File: src/rtl/seq_mult_pkg.sv
// Shared types and helpers for the iterative shift-add multiplier.
package seq_mult_pkg;

    localparam int SEQ_MULT_DEFAULT_W = 16;
    localparam int SEQ_MULT_MAX_W     = 64;

    typedef enum logic [1:0] {
        IDLE = 2'd0,
        BUSY = 2'd1,
        DONE = 2'd2
    } state_t;

    // Magnitude of a sign-extended operand; the most negative value maps to
    // its own bit pattern, which is the correct unsigned magnitude.
    function automatic logic [SEQ_MULT_MAX_W-1:0] abs_val(input logic signed [SEQ_MULT_MAX_W-1:0] v);
        return v[SEQ_MULT_MAX_W-1] ? SEQ_MULT_MAX_W'(-v) : SEQ_MULT_MAX_W'(v);
    endfunction

endpackage

File: src/rtl/seq_multiplier_if.sv
// Operand/result handshake bundle for seq_multiplier.
interface seq_multiplier_if
    import seq_mult_pkg::*;
#(
    parameter int WIDTH = SEQ_MULT_DEFAULT_W
);
    logic                 in_valid;
    logic                 in_ready;
    logic [WIDTH-1:0]     a;
    logic [WIDTH-1:0]     b;
    logic                 signed_mode;
    logic                 out_valid;
    logic                 out_ready;
    logic [2*WIDTH-1:0]   product;
    logic                 busy;

    modport master (
        output in_valid, a, b, signed_mode, out_ready,
        input  in_ready, out_valid, product, busy
    );

    modport slave (
        input  in_valid, a, b, signed_mode, out_ready,
        output in_ready, out_valid, product, busy
    );
endinterface

File: src/rtl/seq_mult_datapath.sv
// Shift-add datapath: operand magnitudes, accumulator and signed fix-up of the result.
// SEQ_MULTIPLIER_EARLY_TERM_EN: flag the last iteration once the multiplier shifts to zero.
module seq_mult_datapath
    import seq_mult_pkg::*;
#(
    parameter int WIDTH = SEQ_MULT_DEFAULT_W
) (
    input  logic                 clk,
    input  logic                 rst_n,
    input  logic                 load,
    input  logic                 step,
    input  logic                 finish,
    input  logic [WIDTH-1:0]     a,
    input  logic [WIDTH-1:0]     b,
    input  logic                 signed_mode,
    output logic                 early_last,
    output logic [2*WIDTH-1:0]   product
);
    logic signed [WIDTH-1:0]   a_s;
    logic signed [WIDTH-1:0]   b_s;
    logic [WIDTH-1:0]          mag_a;
    logic [WIDTH-1:0]          mag_b;
    logic [2*WIDTH-1:0]        mcand;
    logic [WIDTH-1:0]          mplier;
    logic [2*WIDTH-1:0]        acc;
    logic                      neg;
    logic [2*WIDTH-1:0]        acc_nxt;
    logic [2*WIDTH-1:0]        prod_fin;

    assign a_s   = $signed(a);
    assign b_s   = $signed(b);
    assign mag_a = signed_mode ? WIDTH'(abs_val(SEQ_MULT_MAX_W'(a_s))) : a;
    assign mag_b = signed_mode ? WIDTH'(abs_val(SEQ_MULT_MAX_W'(b_s))) : b;

    assign acc_nxt  = mplier[0] ? acc + mcand : acc;
    // A zero result never picks up the sign, so -0 cannot appear.
    assign prod_fin = (neg && (acc_nxt != '0)) ? -acc_nxt : acc_nxt;

`ifdef SEQ_MULTIPLIER_EARLY_TERM_EN
    assign early_last = (mplier[WIDTH-1:1] == '0);
`else
    assign early_last = 1'b0;
`endif

    always_ff @(posedge clk or negedge rst_n) begin
        if (!rst_n) begin
            mcand   <= '0;
            mplier  <= '0;
            acc     <= '0;
            neg     <= 1'b0;
            product <= '0;
        end else if (load) begin
            mcand  <= (2*WIDTH)'(mag_a);
            mplier <= mag_b;
            acc    <= '0;
            neg    <= signed_mode & (a[WIDTH-1] ^ b[WIDTH-1]);
        end else if (step) begin
            acc    <= acc_nxt;
            mcand  <= mcand << 1;
            mplier <= mplier >> 1;
            if (finish) begin
                product <= prod_fin;
            end
        end
    end

endmodule

File: src/rtl/seq_multiplier.sv
// Iterative shift-add multiplier with valid/ready on both sides and per-transaction signed mode.
// SEQ_MULTIPLIER_EARLY_TERM_EN: finish as soon as the remaining multiplier bits are all zero.
module seq_multiplier
    import seq_mult_pkg::*;
#(
    parameter int WIDTH = SEQ_MULT_DEFAULT_W
) (
    input  logic            clk,
    input  logic            rst_n,
    seq_multiplier_if.slave bus
);
    localparam int                CNT_W    = $clog2(WIDTH + 1);
    localparam logic [CNT_W-1:0]  LAST_CNT = CNT_W'(WIDTH - 1);

    state_t             state;
    logic [CNT_W-1:0]   cnt;
    logic               in_ready_r;
    logic               out_valid_r;
    logic               busy_r;
    logic               load;
    logic               step;
    logic               last_iter;
    logic               early_last;

    assign load      = (state == IDLE) && bus.in_valid;
    assign step      = (state == BUSY);
    assign last_iter = (cnt == LAST_CNT) || early_last;

    assign bus.in_ready  = in_ready_r;
    assign bus.out_valid = out_valid_r;
    assign bus.busy      = busy_r;

    always_ff @(posedge clk or negedge rst_n) begin
        if (!rst_n) begin
            state       <= IDLE;
            cnt         <= '0;
            in_ready_r  <= 1'b1;
            out_valid_r <= 1'b0;
            busy_r      <= 1'b0;
        end else begin
            case (state)
                IDLE: begin
                    if (bus.in_valid) begin
                        state      <= BUSY;
                        cnt        <= '0;
                        in_ready_r <= 1'b0;
                        busy_r     <= 1'b1;
                    end
                end
                BUSY: begin
                    cnt <= cnt + CNT_W'(1);
                    if (last_iter) begin
                        state       <= DONE;
                        out_valid_r <= 1'b1;
                    end
                end
                DONE: begin
                    // Re-open for operands only on the cycle after the result is taken.
                    if (bus.out_ready) begin
                        state       <= IDLE;
                        out_valid_r <= 1'b0;
                        busy_r      <= 1'b0;
                        in_ready_r  <= 1'b1;
                    end
                end
                default: begin
                    state       <= IDLE;
                    in_ready_r  <= 1'b1;
                    out_valid_r <= 1'b0;
                    busy_r      <= 1'b0;
                end
            endcase
        end
    end

    seq_mult_datapath #(
        .WIDTH(WIDTH)
    ) u_datapath (
        .clk         (clk),
        .rst_n       (rst_n),
        .load        (load),
        .step        (step),
        .finish      (step && last_iter),
        .a           (bus.a),
        .b           (bus.b),
        .signed_mode (bus.signed_mode),
        .early_last  (early_last),
        .product     (bus.product)
    );

endmodule

File: src/flat_wrapper.sv
// flat-port wrapper written by rule: the top's interface ports become plain ports
module seq_multiplier_flat import seq_mult_pkg::*;
#(
    parameter int WIDTH = SEQ_MULT_DEFAULT_W
)
  (clk, rst_n, bus_in_valid, bus_a, bus_b, bus_signed_mode, bus_out_ready, bus_in_ready, bus_out_valid, bus_product, bus_busy);
  seq_multiplier_if #(.WIDTH(WIDTH)) bus_i ();
  input  logic clk;
  input  logic rst_n;
  input wire logic [$bits(bus_i.in_valid)-1:0] bus_in_valid;
  input wire logic [$bits(bus_i.a)-1:0] bus_a;
  input wire logic [$bits(bus_i.b)-1:0] bus_b;
  input wire logic [$bits(bus_i.signed_mode)-1:0] bus_signed_mode;
  input wire logic [$bits(bus_i.out_ready)-1:0] bus_out_ready;
  output wire logic [$bits(bus_i.in_ready)-1:0] bus_in_ready;
  output wire logic [$bits(bus_i.out_valid)-1:0] bus_out_valid;
  output wire logic [$bits(bus_i.product)-1:0] bus_product;
  output wire logic [$bits(bus_i.busy)-1:0] bus_busy;
  assign bus_i.in_valid = bus_in_valid;
  assign bus_i.a = bus_a;
  assign bus_i.b = bus_b;
  assign bus_i.signed_mode = bus_signed_mode;
  assign bus_i.out_ready = bus_out_ready;
  assign bus_in_ready = bus_i.in_ready;
  assign bus_out_valid = bus_i.out_valid;
  assign bus_product = bus_i.product;
  assign bus_busy = bus_i.busy;
  seq_multiplier #(.WIDTH(WIDTH)) u_core (.clk(clk), .rst_n(rst_n), .bus(bus_i));
endmodule
File: config.mk
export PLATFORM = sky130hd
export DESIGN_NAME = seq_multiplier_flat
export DESIGN_NICKNAME = d
export VERILOG_FILES = /design/src/rtl/seq_mult_pkg.sv /design/src/rtl/seq_multiplier_if.sv /design/src/rtl/seq_mult_datapath.sv /design/src/rtl/seq_multiplier.sv /design/src/flat_wrapper.sv
export SDC_FILE = /design/constraint.sdc
export NUM_CORES = 1
export LEC_CHECK = 0
export ABC_AREA = 1
export ABC_CLOCK_PERIOD_IN_PS = 2700
export CELL_PAD_IN_SITES_DETAIL_PLACEMENT = 1
export CELL_PAD_IN_SITES_GLOBAL_PLACEMENT = 2
export CORE_ASPECT_RATIO = 1.4
export CORE_MARGIN = 2
export CORE_UTILIZATION = 30
export DETAILED_ROUTE_END_ITERATION = 16
export PLACE_DENSITY_LB_ADDON = 0.1
export SETUP_SLACK_MARGIN = 0.2
export SLEW_MARGIN = 20
export SYNTH_ARGS = -nofsm -noshare
export SYNTH_HDL_FRONTEND = slang
export SYNTH_SLANG_ARGS = --single-unit
File: constraint.sdc
create_clock -name clk -period 2.7 [get_ports clk]
set_input_delay 0.54 -clock clk [delete_from_list [all_inputs] [get_ports clk]]
set_output_delay 0.54 -clock clk [all_outputs]
set_load 0.05 [all_outputs]
==> out/metrics.csv <==
stage;metric;value;unit
sta;Hold WS;0.0444;ns
cts;clk sinks;123;
sta;Fin. Hold Viols;0;
global_routing;initial antenna violation count;0;
sta;final setup margin;-0.431;ns
synthesis;number of synthesized register bits;123;
cells_and_area;Util after Layout;46.1;%
die;Die ar.;34700;µm²
die;row cnt;79;
outcome;status;finished, violations left;
sta;Clock Skew;0.00977;ns
sta;crit share post-route;116;%
cells_and_area;FF/Latch Area;3100;µm²
cells_and_area;Area growth syn-to-layout;52.6;%
die;Die Height;220;µm
sta;max-slew violations;0;
flow_run;max-cap viol count;0;
critical_path;WS Path Type;reg2reg;
synthesis;sequential share of the synthesized area;30.9;%
cells_and_area;Final #Nets;2021;
global_routing;first-pass GRT wire length;65100;µm
die;IO Pins;72;
cts;# H-tree levels;4;
sta;max_slew headroom;40.5;%
synthesis;Most used DFF post-synth;dfrtp_1;
route;DRT Wirelength;42500;µm
global_routing;vias in the first global route;12300;
critical_path;CP Capture Type;register;
critical_path;CP peak stage delay;0.44;ns
cts;CTS tree;done;
cts;Clock transition at path regs;0.07;ns
sta;FMAX;319;MHz
cts;Hold Buf Count CTS;0;
placed_design;DP Worst Slack;-0.577;ns
critical_path;arrival time worst endpoint;3.46;ns
sta;setup violators final;30;
route;Avg Vias per Cell;4.80;
cts;Skew-Pair Late Insertion Delay;0.45;ns
cells_and_area;share of cells above drive strength 1;32.0;%
cells_and_area;commonest non-fill, non-tap cell in the layout;nand2_1;
synthesis;Post-Synthesis Cell Area;9970;µm²
synthesis;Post-Synth XOR/XNOR Area;2.72;%
sta;minimum clock period;3.13;ns
cts;CTS root buffer;clkbuf_16;
sta;worst-margin pin slew;0.892;ns
die;Initial Util;30.2;%
placed_design;RePlAce Congestion;0.891;
route;number of antenna-violating nets in the routed design;0;
critical_path;Critical Path RT;3.02;ns
cells_and_area;n_diodes;0;
placed_design;post-DP HPWL;32900;µm
sta;RSZ-0062 raised after global routing;yes;
hold_path;worst min-delay path class;in2async;
critical_path;Crit Path Max Fanout;2;
route;Vias;11600;
synthesis;Yosys warning total;0;
synthesis;Post-Syn Nets;1673;
die;Die X;158;µm
synthesis;combinational family with the most area after synthesis;simple AND/OR/NAND/NOR gates;
cells_and_area;Fill cells;4255;
synthesis;post-synthesis compound-gate area fraction;10.6;%
synthesis;Simple-Gate Fraction of Synth Area;39.5;%
synthesis;Gate Count Post-Synth;1599;
route;wire per inst;17.7;µm
route;drt first-iter violations;463;
placed_design;buffers added on ports;71;
global_routing;largest net degree at the start of global routing;48;
critical_path;Buf+Inv Stages, Crit Path;9;
critical_path;CP cell instances;ha_4 > fa_2 > o21ai_2 > ha_2 > inv_2 > nor2_4 > nand3_2 > nor2_4 > nand2_2 > buf_4 > buf_4 > buf_6 > buf_6 > buf_6 > buf_6 > buf_6 > buf_6 > a21oi_2 > o31ai_1;
die;core area;33000;µm²
cells_and_area;most frequent cells in the layout;nand2_1, buf_4, inv_1;
global_routing;global-route usage over all layers;25.0;%
cts;Max clock buf depth;2;
global_routing;Overflow after GRT;0;
synthesis;post-synthesis area per instance;6.24;µm²
critical_path;critical path startpoint category;register;
placed_design;dpl cells;2322;
outcome;violated checks;negative setup slack;
synthesis;async set or reset register ratio after synthesis;100;%
route;residual DRC count;0;
synthesis;post-synthesis cell type count;46;
route;first-pass detailed-route iteration total;4;
critical_path;most used cell, CP;buf_6;
cts;CTS Buf Count;17;
synthesis;Post-Synth Adder-Cell Area;4.72;%
cells_and_area;area of the multi-input gates;6860;µm²
critical_path;Slowest-stage cell, CP;fa_2;
synthesis;mux contribution to synthesized area;0.113;%
critical_path;crit-path leading delay family;buffers and inverters;
cells_and_area;post-route insts no fill;2405;
synthesis;number of synthesized flops with an enable pin;0;
[timing repair]
item,CTS,global route
pin swaps,13,66
setup buffers,34,13
gates resized for setup,106,171
cloned,2,2
setup endpoints to repair,35,41
[final timing paths]
check / start / slack [ns] / cells past startpoint / to
worst max-delay path: u_core.u_datapath.mcand[0]$_DFFE_PN0P_ / -0.43 / 19 / u_core.u_datapath.product[8]$_DFFE_PN0P_
worst min-delay path: rst_n / 0.04 / 1 / u_core.u_datapath.acc[25]$_DFFE_PN0P_
worst max register to register: u_core.u_datapath.mcand[0]$_DFFE_PN0P_ / -0.43 / 19 / u_core.u_datapath.product[8]$_DFFE_PN0P_
worst min register to register: u_core.bus.in_ready$_DFFE_PN1P_ / 0.47 / 2 / u_core.bus.in_ready$_DFFE_PN1P_
max in group asynchronous: rst_n / 1.92 / 2 / u_core.bus.in_ready$_DFFE_PN1P_
min in group clk: u_core.bus.in_ready$_DFFE_PN1P_ / 0.47 / 2 / u_core.bus.in_ready$_DFFE_PN1P_
[final cells by class]
| cell class | instances | area share (%) |
|---|---|---|
| Timing Repair Buffer | 374 | 21.1 |
| Sequential cell | 123 | 20.3 |
| Clock inverter | 15 | 0.987 |
| Tap cell | 445 | 3.66 |
| Clock buffer | 17 | 2.80 |
| Multi-Input combinational cell | 1186 | 45.1 |
| Inverter | 245 | 6.04 |
[Yosys cell counts, types with 4 or more instances]
master	instances	area share, %
xnor2_1	4	0.35
a22o_1	4	0.35
nand3_2	6	0.60
ha_1	36	4.5
nor3_1	17	0.85
o31ai_1	6	0.45
clkbuf_1	27	1.0
buf_2	9	0.45
nand2_1	626	24
nor2_2	16	1.0
nor2_4	6	0.68
inv_2	13	0.49
o22ai_1	44	2.8
a22oi_1	12	0.90
nor2_1	104	3.9
buf_1	5	0.19
o21ai_0	54	2.7
inv_1	229	8.6
dfrtp_1	122	31
nand2_2	13	0.82
xor2_1	27	2.4
nand4_1	19	1.2
a21oi_1	37	1.9
nand3_1	126	6.3
[sequential cells by signal (all words and copies together) (netlist names), 2 cells and up]
register                   flops
u_core.u_datapath.product     32
u_core.state                   2
u_core.u_datapath.mplier      16
u_core.u_datapath.acc         32
u_core.u_datapath.mcand       32
u_core.cnt                     5
[stage by stage]
step,instance area [µm²],setup TNS (ns)
after floorplan,10000,-2.52
after global placement,13100,-14.57
after detailed placement,13100,-16.09
after CTS,14400,-10.40
after global routing,15200,-16.15
final,15200,-10.95
[per-layer routing]
layer / global-route usage (%) / vias to the layer above / share of wire (%) / routed length (µm)
met5: 0 / - / 0 / 0
met4: 14.0 / 0 / 4.7 / 2010
met3: 2.28 / 81 / 1.4 / 599
met2: 49.8 / 143 / 57 / 24200
met1: 24.6 / 5576 / 37 / 15600
li1: - / 5755 / - / -
[kinds of logic (layout without fill, tap and decap cells)]
kind of cell	count (synthesis)	after routing
AND/OR/NAND/NOR	940	940
flip-flops	123	123
adder cells (fa/ha/maj)	37	37
buffers and inverters	290	651
multiplexers	1	1
AO/OA/AOI/OAI	177	177
XOR/XNOR	31	31
Power is not shown: default switching activity piles up to over one toggle a cycle in this logic, so the estimate is an artifact.
